File: config.mk
export PLATFORM = sky130hd
export DESIGN_NAME = fb_write_sched_flat
export DESIGN_NICKNAME = d
export VERILOG_FILES = /design/src/rtl/fb_write_sched_pkg.sv /design/src/rtl/fb_write_sched_if.sv /design/src/rtl/fb_write_sched_vs_sync.sv /design/src/rtl/fb_write_sched.sv /design/src/flat_wrapper.sv
export SDC_FILE = /design/constraint.sdc
export NUM_CORES = 1
export LEC_CHECK = 0
export CORE_MARGIN = 2
export CORE_UTILIZATION = 30
export DETAILED_ROUTE_END_ITERATION = 6
export HOLD_SLACK_MARGIN = 0.08
export PLACE_DENSITY = 0.69
export SYNTH_ARGS = -nofsm -noshare
export SYNTH_HDL_FRONTEND = slang
export SYNTH_SLANG_ARGS = --single-unit
File: constraint.sdc
create_clock -name clk_50m -period 1.8 [get_ports clk_50m]
set_clock_uncertainty 0.1 [all_clocks]
set_input_delay 0.36 -clock clk_50m [delete_from_list [all_inputs] [get_ports clk_50m]]
set_output_delay 0.36 -clock clk_50m [all_outputs]
set_load 0.005 [all_outputs]
File: src/rtl/fb_write_sched_pkg.sv
// Shared LCD/SDRAM frame-buffer constants and write-scheduler state encoding.
package fb_write_sched_pkg;

    localparam int unsigned LCD_IN_H_DISP  = 800;
    localparam int unsigned LCD_IN_V_DISP  = 480;
    localparam int unsigned LCD_FIFO_WIDTH = 16;
    localparam int unsigned LCD_FRAME_LEN  = LCD_IN_H_DISP * LCD_IN_V_DISP;

    typedef enum logic [1:0] {
        StIdle     = 2'd0,
        StXfer     = 2'd1,
        StSwapWait = 2'd2
    } sched_state_e;

    // Round-robin pick: on a tie the source not granted last wins.
    function automatic logic rr_pick(input logic req0, input logic req1, input logic last_grant);
        if (req0 && req1) begin
            return ~last_grant;
        end
        return req0 ? 1'b0 : 1'b1;
    endfunction

endpackage

File: src/rtl/fb_write_sched_if.sv
// Pixel-source / write-FIFO / bank-select bundle between the sources and the write scheduler.
interface fb_write_sched_if
    import fb_write_sched_pkg::*;
#(
    parameter int unsigned FIFO_WIDTH = LCD_FIFO_WIDTH
);

    logic                  req0;
    logic                  req1;
    logic [FIFO_WIDTH-1:0] src0_data;
    logic [FIFO_WIDTH-1:0] src1_data;
    logic                  src0_valid;
    logic                  src1_valid;
    logic                  src0_ready;
    logic                  src1_ready;
    logic                  wr_full;
    logic                  wr_en;
    logic [FIFO_WIDTH-1:0] wr_data;
    logic                  wr_bank;
    logic                  rd_bank;
    logic [1:0]            grant;
    logic                  frame_done;

    // Source / FIFO side.
    modport master (
        output req0, req1, src0_data, src1_data, src0_valid, src1_valid, wr_full,
        input  src0_ready, src1_ready, wr_en, wr_data, wr_bank, rd_bank, grant, frame_done
    );

    // Scheduler side.
    modport slave (
        input  req0, req1, src0_data, src1_data, src0_valid, src1_valid, wr_full,
        output src0_ready, src1_ready, wr_en, wr_data, wr_bank, rd_bank, grant, frame_done
    );

endinterface

File: src/rtl/fb_write_sched_vs_sync.sv
// Two-flop synchronizer followed by a one-cycle rising-edge pulse; reusable for lcd_hs too.
module fb_write_sched_vs_sync (
    input  logic clk_50m,
    input  logic rst_n,
    input  logic async_in,
    output logic rise
);

    logic [2:0] sync_q;

    always_ff @(posedge clk_50m or negedge rst_n) begin
        if (!rst_n) begin
            sync_q <= '0;
        end else begin
            sync_q <= {sync_q[1:0], async_in};
        end
    end

    assign rise = sync_q[1] & ~sync_q[2];

endmodule

File: src/rtl/fb_write_sched.sv
// Frame-granular round-robin write scheduler with double-buffered SDRAM bank swap on LCD vsync.
module fb_write_sched
    import fb_write_sched_pkg::*;
#(
    parameter int unsigned FIFO_WIDTH = LCD_FIFO_WIDTH,
    parameter int unsigned FRAME_LEN  = LCD_FRAME_LEN,
    parameter int unsigned CNT_W      = 20
) (
    input  logic            clk_50m,
    input  logic            rst_n,
    input  logic            sdram_init_done,
    input  logic            lcd_vs,
    fb_write_sched_if.slave bus
);

    sched_state_e          state_q, state_d;
    logic [1:0]            grant_q, grant_d;
    logic                  last_grant_q, last_grant_d;
    logic [CNT_W-1:0]      cnt_q, cnt_d;
    logic                  wr_en_q, wr_en_d;
    logic [FIFO_WIDTH-1:0] wr_data_q, wr_data_d;
    logic                  wr_bank_q, wr_bank_d;
    logic                  rd_bank_q, rd_bank_d;
    logic                  frame_done_q, frame_done_d;

    logic                  vs_rise;
    logic                  in_xfer;
    logic                  src0_ready;
    logic                  src1_ready;
    logic                  beat;
    logic                  pick;
    logic [FIFO_WIDTH-1:0] beat_data;

    fb_write_sched_vs_sync u_vs_sync (
        .clk_50m  (clk_50m),
        .rst_n    (rst_n),
        .async_in (lcd_vs),
        .rise     (vs_rise)
    );

    // No skid buffer: ready follows wr_full directly, so the FIFO needs >= 2 entries of margin.
    assign in_xfer    = (state_q == StXfer);
    assign src0_ready = in_xfer & grant_q[0] & ~bus.wr_full;
    assign src1_ready = in_xfer & grant_q[1] & ~bus.wr_full;
    assign beat       = (src0_ready & bus.src0_valid) | (src1_ready & bus.src1_valid);
    assign beat_data  = grant_q[1] ? bus.src1_data : bus.src0_data;
    assign pick       = rr_pick(bus.req0, bus.req1, last_grant_q);

    always_comb begin
        state_d      = state_q;
        grant_d      = grant_q;
        last_grant_d = last_grant_q;
        cnt_d        = cnt_q;
        wr_bank_d    = wr_bank_q;
        rd_bank_d    = rd_bank_q;
        frame_done_d = 1'b0;
        wr_en_d      = beat;
        wr_data_d    = beat ? beat_data : '0;

        case (state_q)
            StIdle: begin
                if (sdram_init_done && (bus.req0 || bus.req1)) begin
                    grant_d      = pick ? 2'b10 : 2'b01;
                    last_grant_d = pick;
                    cnt_d        = '0;
                    state_d      = StXfer;
                end
            end
            StXfer: begin
                if (beat) begin
                    cnt_d = cnt_q + CNT_W'(1);
                    if (cnt_q == CNT_W'(FRAME_LEN - 1)) begin
                        state_d = StSwapWait;
                    end
                end
            end
            StSwapWait: begin
                // Edges outside this state are dropped, never latched.
                if (vs_rise) begin
                    rd_bank_d    = wr_bank_q;
                    wr_bank_d    = ~wr_bank_q;
                    frame_done_d = 1'b1;
                    grant_d      = 2'b00;
                    state_d      = StIdle;
                end
            end
            default: begin
                state_d = StIdle;
                grant_d = 2'b00;
            end
        endcase
    end

    always_ff @(posedge clk_50m or negedge rst_n) begin
        if (!rst_n) begin
            state_q      <= StIdle;
            grant_q      <= 2'b00;
            last_grant_q <= 1'b1;
            cnt_q        <= '0;
            wr_en_q      <= 1'b0;
            wr_data_q    <= '0;
            wr_bank_q    <= 1'b1;
            rd_bank_q    <= 1'b0;
            frame_done_q <= 1'b0;
        end else begin
            state_q      <= state_d;
            grant_q      <= grant_d;
            last_grant_q <= last_grant_d;
            cnt_q        <= cnt_d;
            wr_en_q      <= wr_en_d;
            wr_data_q    <= wr_data_d;
            wr_bank_q    <= wr_bank_d;
            rd_bank_q    <= rd_bank_d;
            frame_done_q <= frame_done_d;
        end
    end

    assign bus.src0_ready = src0_ready;
    assign bus.src1_ready = src1_ready;
    assign bus.wr_en      = wr_en_q;
    assign bus.wr_data    = wr_data_q;
    assign bus.wr_bank    = wr_bank_q;
    assign bus.rd_bank    = rd_bank_q;
    assign bus.grant      = grant_q;
    assign bus.frame_done = frame_done_q;

endmodule
File: src/flat_wrapper.sv
// flat-port wrapper written by rule: the top's interface ports become plain ports
module fb_write_sched_flat import fb_write_sched_pkg::*;
#(
    parameter int unsigned FIFO_WIDTH = LCD_FIFO_WIDTH,
    parameter int unsigned FRAME_LEN  = LCD_FRAME_LEN,
    parameter int unsigned CNT_W      = 20
)
  (clk_50m, rst_n, sdram_init_done, lcd_vs, bus_req0, bus_req1, bus_src0_data, bus_src1_data, bus_src0_valid, bus_src1_valid, bus_wr_full, bus_src0_ready, bus_src1_ready, bus_wr_en, bus_wr_data, bus_wr_bank, bus_rd_bank, bus_grant, bus_frame_done);
  fb_write_sched_if #(.FIFO_WIDTH(FIFO_WIDTH)) bus_i ();
  input  logic clk_50m;
  input  logic rst_n;
  input  logic sdram_init_done;
  input  logic lcd_vs;
  input wire logic [$bits(bus_i.req0)-1:0] bus_req0;
  input wire logic [$bits(bus_i.req1)-1:0] bus_req1;
  input wire logic [$bits(bus_i.src0_data)-1:0] bus_src0_data;
  input wire logic [$bits(bus_i.src1_data)-1:0] bus_src1_data;
  input wire logic [$bits(bus_i.src0_valid)-1:0] bus_src0_valid;
  input wire logic [$bits(bus_i.src1_valid)-1:0] bus_src1_valid;
  input wire logic [$bits(bus_i.wr_full)-1:0] bus_wr_full;
  output wire logic [$bits(bus_i.src0_ready)-1:0] bus_src0_ready;
  output wire logic [$bits(bus_i.src1_ready)-1:0] bus_src1_ready;
  output wire logic [$bits(bus_i.wr_en)-1:0] bus_wr_en;
  output wire logic [$bits(bus_i.wr_data)-1:0] bus_wr_data;
  output wire logic [$bits(bus_i.wr_bank)-1:0] bus_wr_bank;
  output wire logic [$bits(bus_i.rd_bank)-1:0] bus_rd_bank;
  output wire logic [$bits(bus_i.grant)-1:0] bus_grant;
  output wire logic [$bits(bus_i.frame_done)-1:0] bus_frame_done;
  assign bus_i.req0 = bus_req0;
  assign bus_i.req1 = bus_req1;
  assign bus_i.src0_data = bus_src0_data;
  assign bus_i.src1_data = bus_src1_data;
  assign bus_i.src0_valid = bus_src0_valid;
  assign bus_i.src1_valid = bus_src1_valid;
  assign bus_i.wr_full = bus_wr_full;
  assign bus_src0_ready = bus_i.src0_ready;
  assign bus_src1_ready = bus_i.src1_ready;
  assign bus_wr_en = bus_i.wr_en;
  assign bus_wr_data = bus_i.wr_data;
  assign bus_wr_bank = bus_i.wr_bank;
  assign bus_rd_bank = bus_i.rd_bank;
  assign bus_grant = bus_i.grant;
  assign bus_frame_done = bus_i.frame_done;
  fb_write_sched #(.FIFO_WIDTH(FIFO_WIDTH), .FRAME_LEN(FRAME_LEN), .CNT_W(CNT_W)) u_core (.clk_50m(clk_50m), .rst_n(rst_n), .sdram_init_done(sdram_init_done), .lcd_vs(lcd_vs), .bus(bus_i));
endmodule
==> results of run 1 <==
final timing paths:
check,startpoint,depth (start not counted),end
max reg2reg,u_core.cnt_q[0],5,u_core.state_q[0]
min,u_core.u_vs_sync.sync_q[0],0,u_core.u_vs_sync.sync_q[1]
max,u_core.cnt_q[0],5,u_core.state_q[0]
min in group asynchronous,rst_n,2,u_core.bus.frame_done
max in group asynchronous,rst_n,3,u_core.bus.wr_data[13]
min reg2reg,u_core.u_vs_sync.sync_q[0],0,u_core.u_vs_sync.sync_q[1]
metal layers:
metal  up-vias  GRT usage, %  wire length, µm
met5         -             0                0
met4         0         2.564               25
met3         4         5.092              454
met2        59         22.51             2711
met1       956         15.41             2282
li1        980             -                -
state kept, by name, summed over array words and instances (netlist names):
signal                   flops
u_core.u_vs_sync.sync_q      3
u_core.state_q               2
u_core.bus.grant             2
u_core.bus.wr_data          16
u_core.bus.wr_en             1
u_core.last_grant_q          1
u_core.bus.rd_bank           1
u_core.bus.wr_bank           1
u_core.bus.frame_done        1
u_core.cnt_q                20
critical path: stages, from the launching register on:
cell and delay [ns]:
dfrtp_1 0.42, ha_2 0.21, and4_4 0.24, nand4_1 0.18, or4_4 0.46, o211a_1 0.12
cell families after synthesis:
| family | share of synthesized area, % |
|---|---|
| mux | 11.21 |
| compound gates | 11.27 |
| simple gates | 19.46 |
| xor+xnor | 0.7810 |
| fa+ha+maj | 0.5576 |
| buf+inv | 3.067 |
| flops | 53.65 |
area by class of cell:
cell class,count,area [µm²]
sequential,48,1204
timing repair buffer,106,955.9
clock buffer,5,68.82
multi-input combinational,151,1070
inverter,6,26.28
timing repair inverter,1,7.507
fill,680,3779
clock inverter,3,18.77
tap,99,123.9
power breakdown:
group	switching (mW)	internal (mW)	total, mW
clock	0.362	0.271	0.633
sequential	0.0815	1.20	1.28
combinational	0.345	0.497	0.842
total	0.788	1.97	2.75
cell usage in the layout, fill, tap and decap left out, drive strengths merged, types with 6 or more instances in the layout:
| master | netlist | routed |
|---|---|---|
| clkdlybuf4s50 | 0 | 59 |
| dfrtp | 46 | 46 |
| buf | 5 | 43 |
| mux2i | 24 | 24 |
| nor2 | 23 | 23 |
| nand2 | 20 | 20 |
| o21ai | 15 | 15 |
| nand3 | 8 | 8 |
| nand4 | 8 | 8 |
| a21oi | 7 | 7 |
| clkbuf | 4 | 6 |
per-stage QoR:
stage	util (%)	hold WS (ns)
after floorplan	-	-0.03559
after detailed placement	44.01	0.2381
after global placement	44.01	0.2407
final	47.90	0.2484
after CTS	46.21	0.2541
after global routing	47.90	0.2680
what timing repair did:
item                                    4_1_cts  5_1_grt
gates resized for setup                      15       19
hold endpoints to repair                     17        0
hold buffers                                  1        0
buffers inserted                              2        7
pin swaps                                     4        9
endpoints found under the setup margin       18       21
gates cloned                                  0        2
==> metrics.md, run 1 <==
| Metric | Value |
|---|---|
| Crit Path Class | register to register |
| Global route overflow | 0 |
| Post-synth cell types | 46 |
| Initial DRC Count | 101 |
| Ys async rst share | 100.0% |
| Failing checks | negative setup slack |
| Largest area contributor in the netlist | dfrtp_1 |
| Post-DR vias/cell | 4.771 |
| Clk slew on worst S/H paths | 0.09 ns |
| Die footprint | 0.008186 mm² |
| H-tree depth | 2 |
| Peak VDD IR | 0.4866 mV |
| Post-Synthesis Cells | 214 |
| Diode count | 0 |
| Root Buffer | clkbuf_8 |
| Post-synth design cell area | 0.002243 mm² |
| Post-synth top cells | 46 x dfrtp_1, 24 x mux2i_1, 23 x nor2_1, 20 x nand2_1, 15 x o21ai_0 |
| Setup ws final | -0.01857 ns |
| DR DRC count | 0 |
| Yosys warns | 0 |
| Setup TNS | -0.01941 ns |
| Required time worst endpoint | 1.89 ns |
| Max Root-Sink Buffers | 2 |
| Largest net degree at the start of global routing | 22 |
| Area growth from synthesis to layout | 54.88% |
| Final hold vios | 0 |
| Layout cell share with drive strength beyond 1 | 24.06% |
| Register bit count reported by yosys | 48 |
| RSZ-0062 raised after global routing | true |
| # Max-Cap Violations | 0 |
| Number of cell rows | 31 |
| Core Area | 0.007253 mm² |
| Period utilization | 101.0% |
| Ports | 65 |
| Post-DP HPWL | 4.002 mm |
| Final Total Pwr | 2.755 mW |
| Count leader, synth | dfrtp_1 |
| Initial antenna violation count | 0 |
| Design Area, Final | 0.003475 mm² |
| Worst-margin pin slew | 0.4638 ns |
| Min-delay worst type | register to register |
| Syn Area/Cell | 10.48 µm² |
| Power Density | 792.9 mW/mm² |
| Die width | 90.48 µm |
| Number of flops mapped to enable cells by yosys | 0 |
| Leakage | 1.568 nW |
| Final nets | 361 |
| Post-route insts no fill | 419 |
| Die H | 90.48 µm |
| Place WS | -0.3834 ns |
| Routed vias | 1999 |
| Placed insts | 399 |
| CTS Sinks | 48 |
| Routed WL | 5.474 mm |
| Data arrival time of the critical path | 1.91 ns |
| Final setup viols | 2 |
| Area contributors post-synth | dfrtp_1 51%, mux2i_1 11%, nor2_1 3.8% |
| Max FO, Critical Path | 4 |
| Fmax | 0.5499 GHz |
| Vias in the first global route | 1949 |
| Status | complete, but fails checks |
| Worst Setup Start Kind | register |
| Post-layout minimum cycle time | 1.819 ns |
| Total GRT Usage | 13.03% |
| Placer Congestion | 0.7859 |
| Post-DRT Antenna Nets | 0 |
| Slew HR | 69.08% |
| Syn Nets | 256 |
| Yosys top cell area share | 51.31% |
| Synth Flop Type | dfrtp_1 |
| DR pass1 iterations | 4 |
| Placed Area | 0.003192 mm² |
| CTS Buf Count | 5 |
| Port buffer count | 64 |
| Starting Density | 30.93% |
| Post-synthesis sequential area ratio | 53.65% |
| Crit. End Element | register |
| Max Slew Vio Count | 0 |
| Global-route wire length before repair | 8.804 mm |
| Reg-to-reg setup timing slack | -0.02 ns |
| Routed len/inst | 13.06 µm |
| Worst skew pair latency | 0.30 ns |
| CTS tree | yes |
Note: power is estimated with default switching activity, not from simulation.
==> inputs of run 2 (changes only) <==
--- a/config.mk
+++ b/config.mk
@@ -6,10 +6,10 @@
 export NUM_CORES = 1
 export LEC_CHECK = 0
 export CORE_MARGIN = 2
-export CORE_UTILIZATION = 30
+export CORE_UTILIZATION = 35
 export DETAILED_ROUTE_END_ITERATION = 6
 export HOLD_SLACK_MARGIN = 0.08
-export PLACE_DENSITY = 0.69
+export PLACE_DENSITY = 0.76
 export SYNTH_ARGS = -nofsm -noshare
 export SYNTH_HDL_FRONTEND = slang
 export SYNTH_SLANG_ARGS = --single-unit
==> run 2 against run 1 <==
Clock power is 25% higher. First-iteration DRC count is 100% higher. The flow still finishes with violations (negative setup slack). Non-clock buffer count is 1 higher. Register-to-register slack hardly changed. Critical endpoint is now u_core.cnt_q[11]. Count of clock-buffer cells in the layout stayed put. Via count is 2.1% higher. Sequential cell count stayed put.
==> metrics.md, run 2 (synthesis results as in run 1) <==
| Metric | Value |
|---|---|
| Layout cell share with drive strength beyond 1 | 24.92% (+0.86 points) |
| Setup ws final | -0.01328 ns (+0.005286 ns) |
| Worst path top cell family by delay | simple AND/OR/NAND/NOR gates |
| Core Area | 0.006277 mm² (-13%) |
| CP Buf/Inv Count | 0 (unchanged) |
| Global route overflow | 0 (unchanged) |
| Ports | 65 (unchanged) |
| Largest net degree at the start of global routing | 49 (+120%) |
| Min-delay worst type | register to register |
| Global-route wire length before repair | 9.039 mm (+2.7%) |
| Port buffer count | 64 (unchanged) |
| Routed WL | 5.769 mm (+5.4%) |
| Post-DRT Antenna Nets | 0 (unchanged) |
| Power Density | 830.2 mW/mm² (+4.7%) |
| Area growth from synthesis to layout | 57.11% |
| CTS Sinks | 48 (unchanged) |
| Post-DP HPWL | 3.859 mm (-3.6%) |
| CTS tree | yes |
| Worst Setup Start Kind | register |
| Final setup viols | 2 (unchanged) |
| Period utilization | 100.7% (-0.29 points) |
| Worst skew pair latency | 0.31 ns (about the same) |
| RSZ-0062 raised after global routing | true |
| Data arrival time of the critical path | 1.95 ns (+0.04 ns) |
| Most frequent cells in the layout | 58 x clkdlybuf4s50_1, 45 x dfrtp_1, 37 x buf_4 |
| Root Buffer | clkbuf_8 |
| Met1 GRT Util | 18.03% (+2.6 points) |
| Vias in the first global route | 2016 (+3.4%) |
| Slowest-stage cell, CP | or4_4 |
| Status | complete, but fails checks |
| Worst-margin pin slew | 0.4652 ns (+0.001406 ns) |
| Clk slew on worst S/H paths | 0.10 ns (about the same) |
| Peak VDD IR | 0.5099 mV (+4.8%) |
| CP cell instances | nand2_2 > or4_4 > or3_2 > o21ai_0 |
| Die width | 84.06 µm (-7.1%) |
| Post-layout minimum cycle time | 1.813 ns (-0.005286 ns) |
| Leakage | 1.610 nW (+2.6%) |
| Largest Register | u_core.cnt_q |
| Placer Congestion | 0.9189 (+17%) |
| Max FO, Critical Path | 5 (+1) |
| Routed vias | 2040 (+2.1%) |
| Failing checks | negative setup slack |
| Max Root-Sink Buffers | 2 (unchanged) |
| GRT Max-Usage Layer | met2 |
| Fmax | 0.5515 GHz (+0.29%) |
| Initial DRC Count | 203 (+100%) |
| Fin Hold WS | 0.2768 ns (+0.02842 ns) |
| Diode count | 0 (unchanged) |
| Starting Density | 35.74% (+4.8 points) |
| Routed len/inst | 14.49 µm (+11%) |
| Die footprint | 0.007066 mm² (-14%) |
| Max Slew Vio Count | 0 (unchanged) |
| Crit. End Element | register |
| GR Util met3 | 6.034% (+0.94 points) |
| Number of cell rows | 29 (-6.5%) |
| Final hold vios | 0 (unchanged) |
| Total GRT Usage | 15.78% (+2.7 points) |
| DR DRC count | 0 (unchanged) |
| Biggest cell delay along the critical path | 0.60 ns (+0.14 ns) |
| CTS Buf Count | 5 (unchanged) |
| Required time worst endpoint | 1.93 ns (+0.04 ns) |
| Placed Area | 0.003169 mm² (-0.71%) |
| Slew HR | 68.75% (-0.33 points) |
| # Max-Cap Violations | 0 (unchanged) |
| Setup TNS | -0.01636 ns (+0.003057 ns) |
| Die H | 84.06 µm (-7.1%) |
| Max FFs per register | 20 (unchanged) |
| DR pass1 iterations | 4 (unchanged) |
| Commonest non-fill, non-tap cell in the layout | clkdlybuf4s50_1 |
| Design Area, Final | 0.003525 mm² (+1.4%) |
| M2 GR Usage | 27.42% (+4.9 points) |
| Initial antenna violation count | 0 (unchanged) |
| Post-DR vias/cell | 5.126 (+7.4%) |
| Crit Path Class | register to register |
| H-tree depth | 2 (unchanged) |
| Final nets | 362 (+0.28%) |
==> run 2: stage by stage <==
stage / setup WS (ns) / utilization, % / cells / power (mW)
floorplan: 0.03680 / - / 214 / 1.612
global placement: -0.3687 / 50.49 / 376 / 2.022
detailed placement: -0.4034 / 50.49 / 376 / 2.043
CTS: -0.07958 / 53.32 / 387 / 2.853
global route: -0.05623 / 56.15 / 398 / 3.068
finish: -0.01328 / 56.15 / 398 / 2.926
==> run 2: layer usage <==
layer	part of all wire, %	wire (µm)
met1	39	2265
met4	2.4	136
met3	7.9	453
met2	51	2914
met5	0	0
==> run 2: final timing paths <==
path / startpoint / end / slack (ns) / cells after the start
max: u_core.cnt_q[10] / u_core.cnt_q[11] / -0.01 / 4
min: u_core.u_vs_sync.sync_q[0] / u_core.u_vs_sync.sync_q[1] / 0.28 / 0
max reg2reg: u_core.cnt_q[10] / u_core.cnt_q[11] / -0.01 / 4
min reg2reg: u_core.u_vs_sync.sync_q[0] / u_core.u_vs_sync.sync_q[1] / 0.28 / 0
max in group asynchronous: rst_n / u_core.last_grant_q / 0.87 / 3
min in group asynchronous: rst_n / u_core.cnt_q[1] / 0.45 / 3
==> run 2: layout make-up <==
class / instances / area [µm²]
Clock buffer: 5 / 68.82
Clock inverter: 3 / 42.54
Fill cell: 539 / 2753
Inverter: 6 / 26.28
Multi-Input combinational cell: 151 / 1074
Sequential cell: 48 / 1205
Tap cell: 77 / 96.34
Timing Repair Buffer: 107 / 1007
Timing Repair inverter: 1 / 5.005
==> run 2: report_power, final <==
| part | leakage (nW) | internal [mW] | total (mW) | switching, mW |
|---|---|---|---|---|
| logic | 0.921 | 0.505 | 0.855 | 0.350 |
| clock network | 0.0541 | 0.411 | 0.791 | 0.380 |
| registers | 0.635 | 1.20 | 1.28 | 0.0798 |
==> run 2: what timing repair did <==
| action | 4_1_cts | 5_1_grt |
|---|---|---|
| hold endpoints to repair | 46 | 0 |
| hold buffers | 1 | 0 |
| setup buffers | 2 | 9 |
| pin swaps | 5 | 9 |
| gates resized for setup | 17 | 18 |
| gates cloned | 0 | 2 |
| setup endpoints to repair | 20 | 18 |
==> run 2: worst reg2reg max path, stage by stage (launching register included) <==
cell	delay, ns
dfrtp_2	0.43
nand2_2	0.07
or4_4	0.60
or3_2	0.44
o21ai_0	0.10
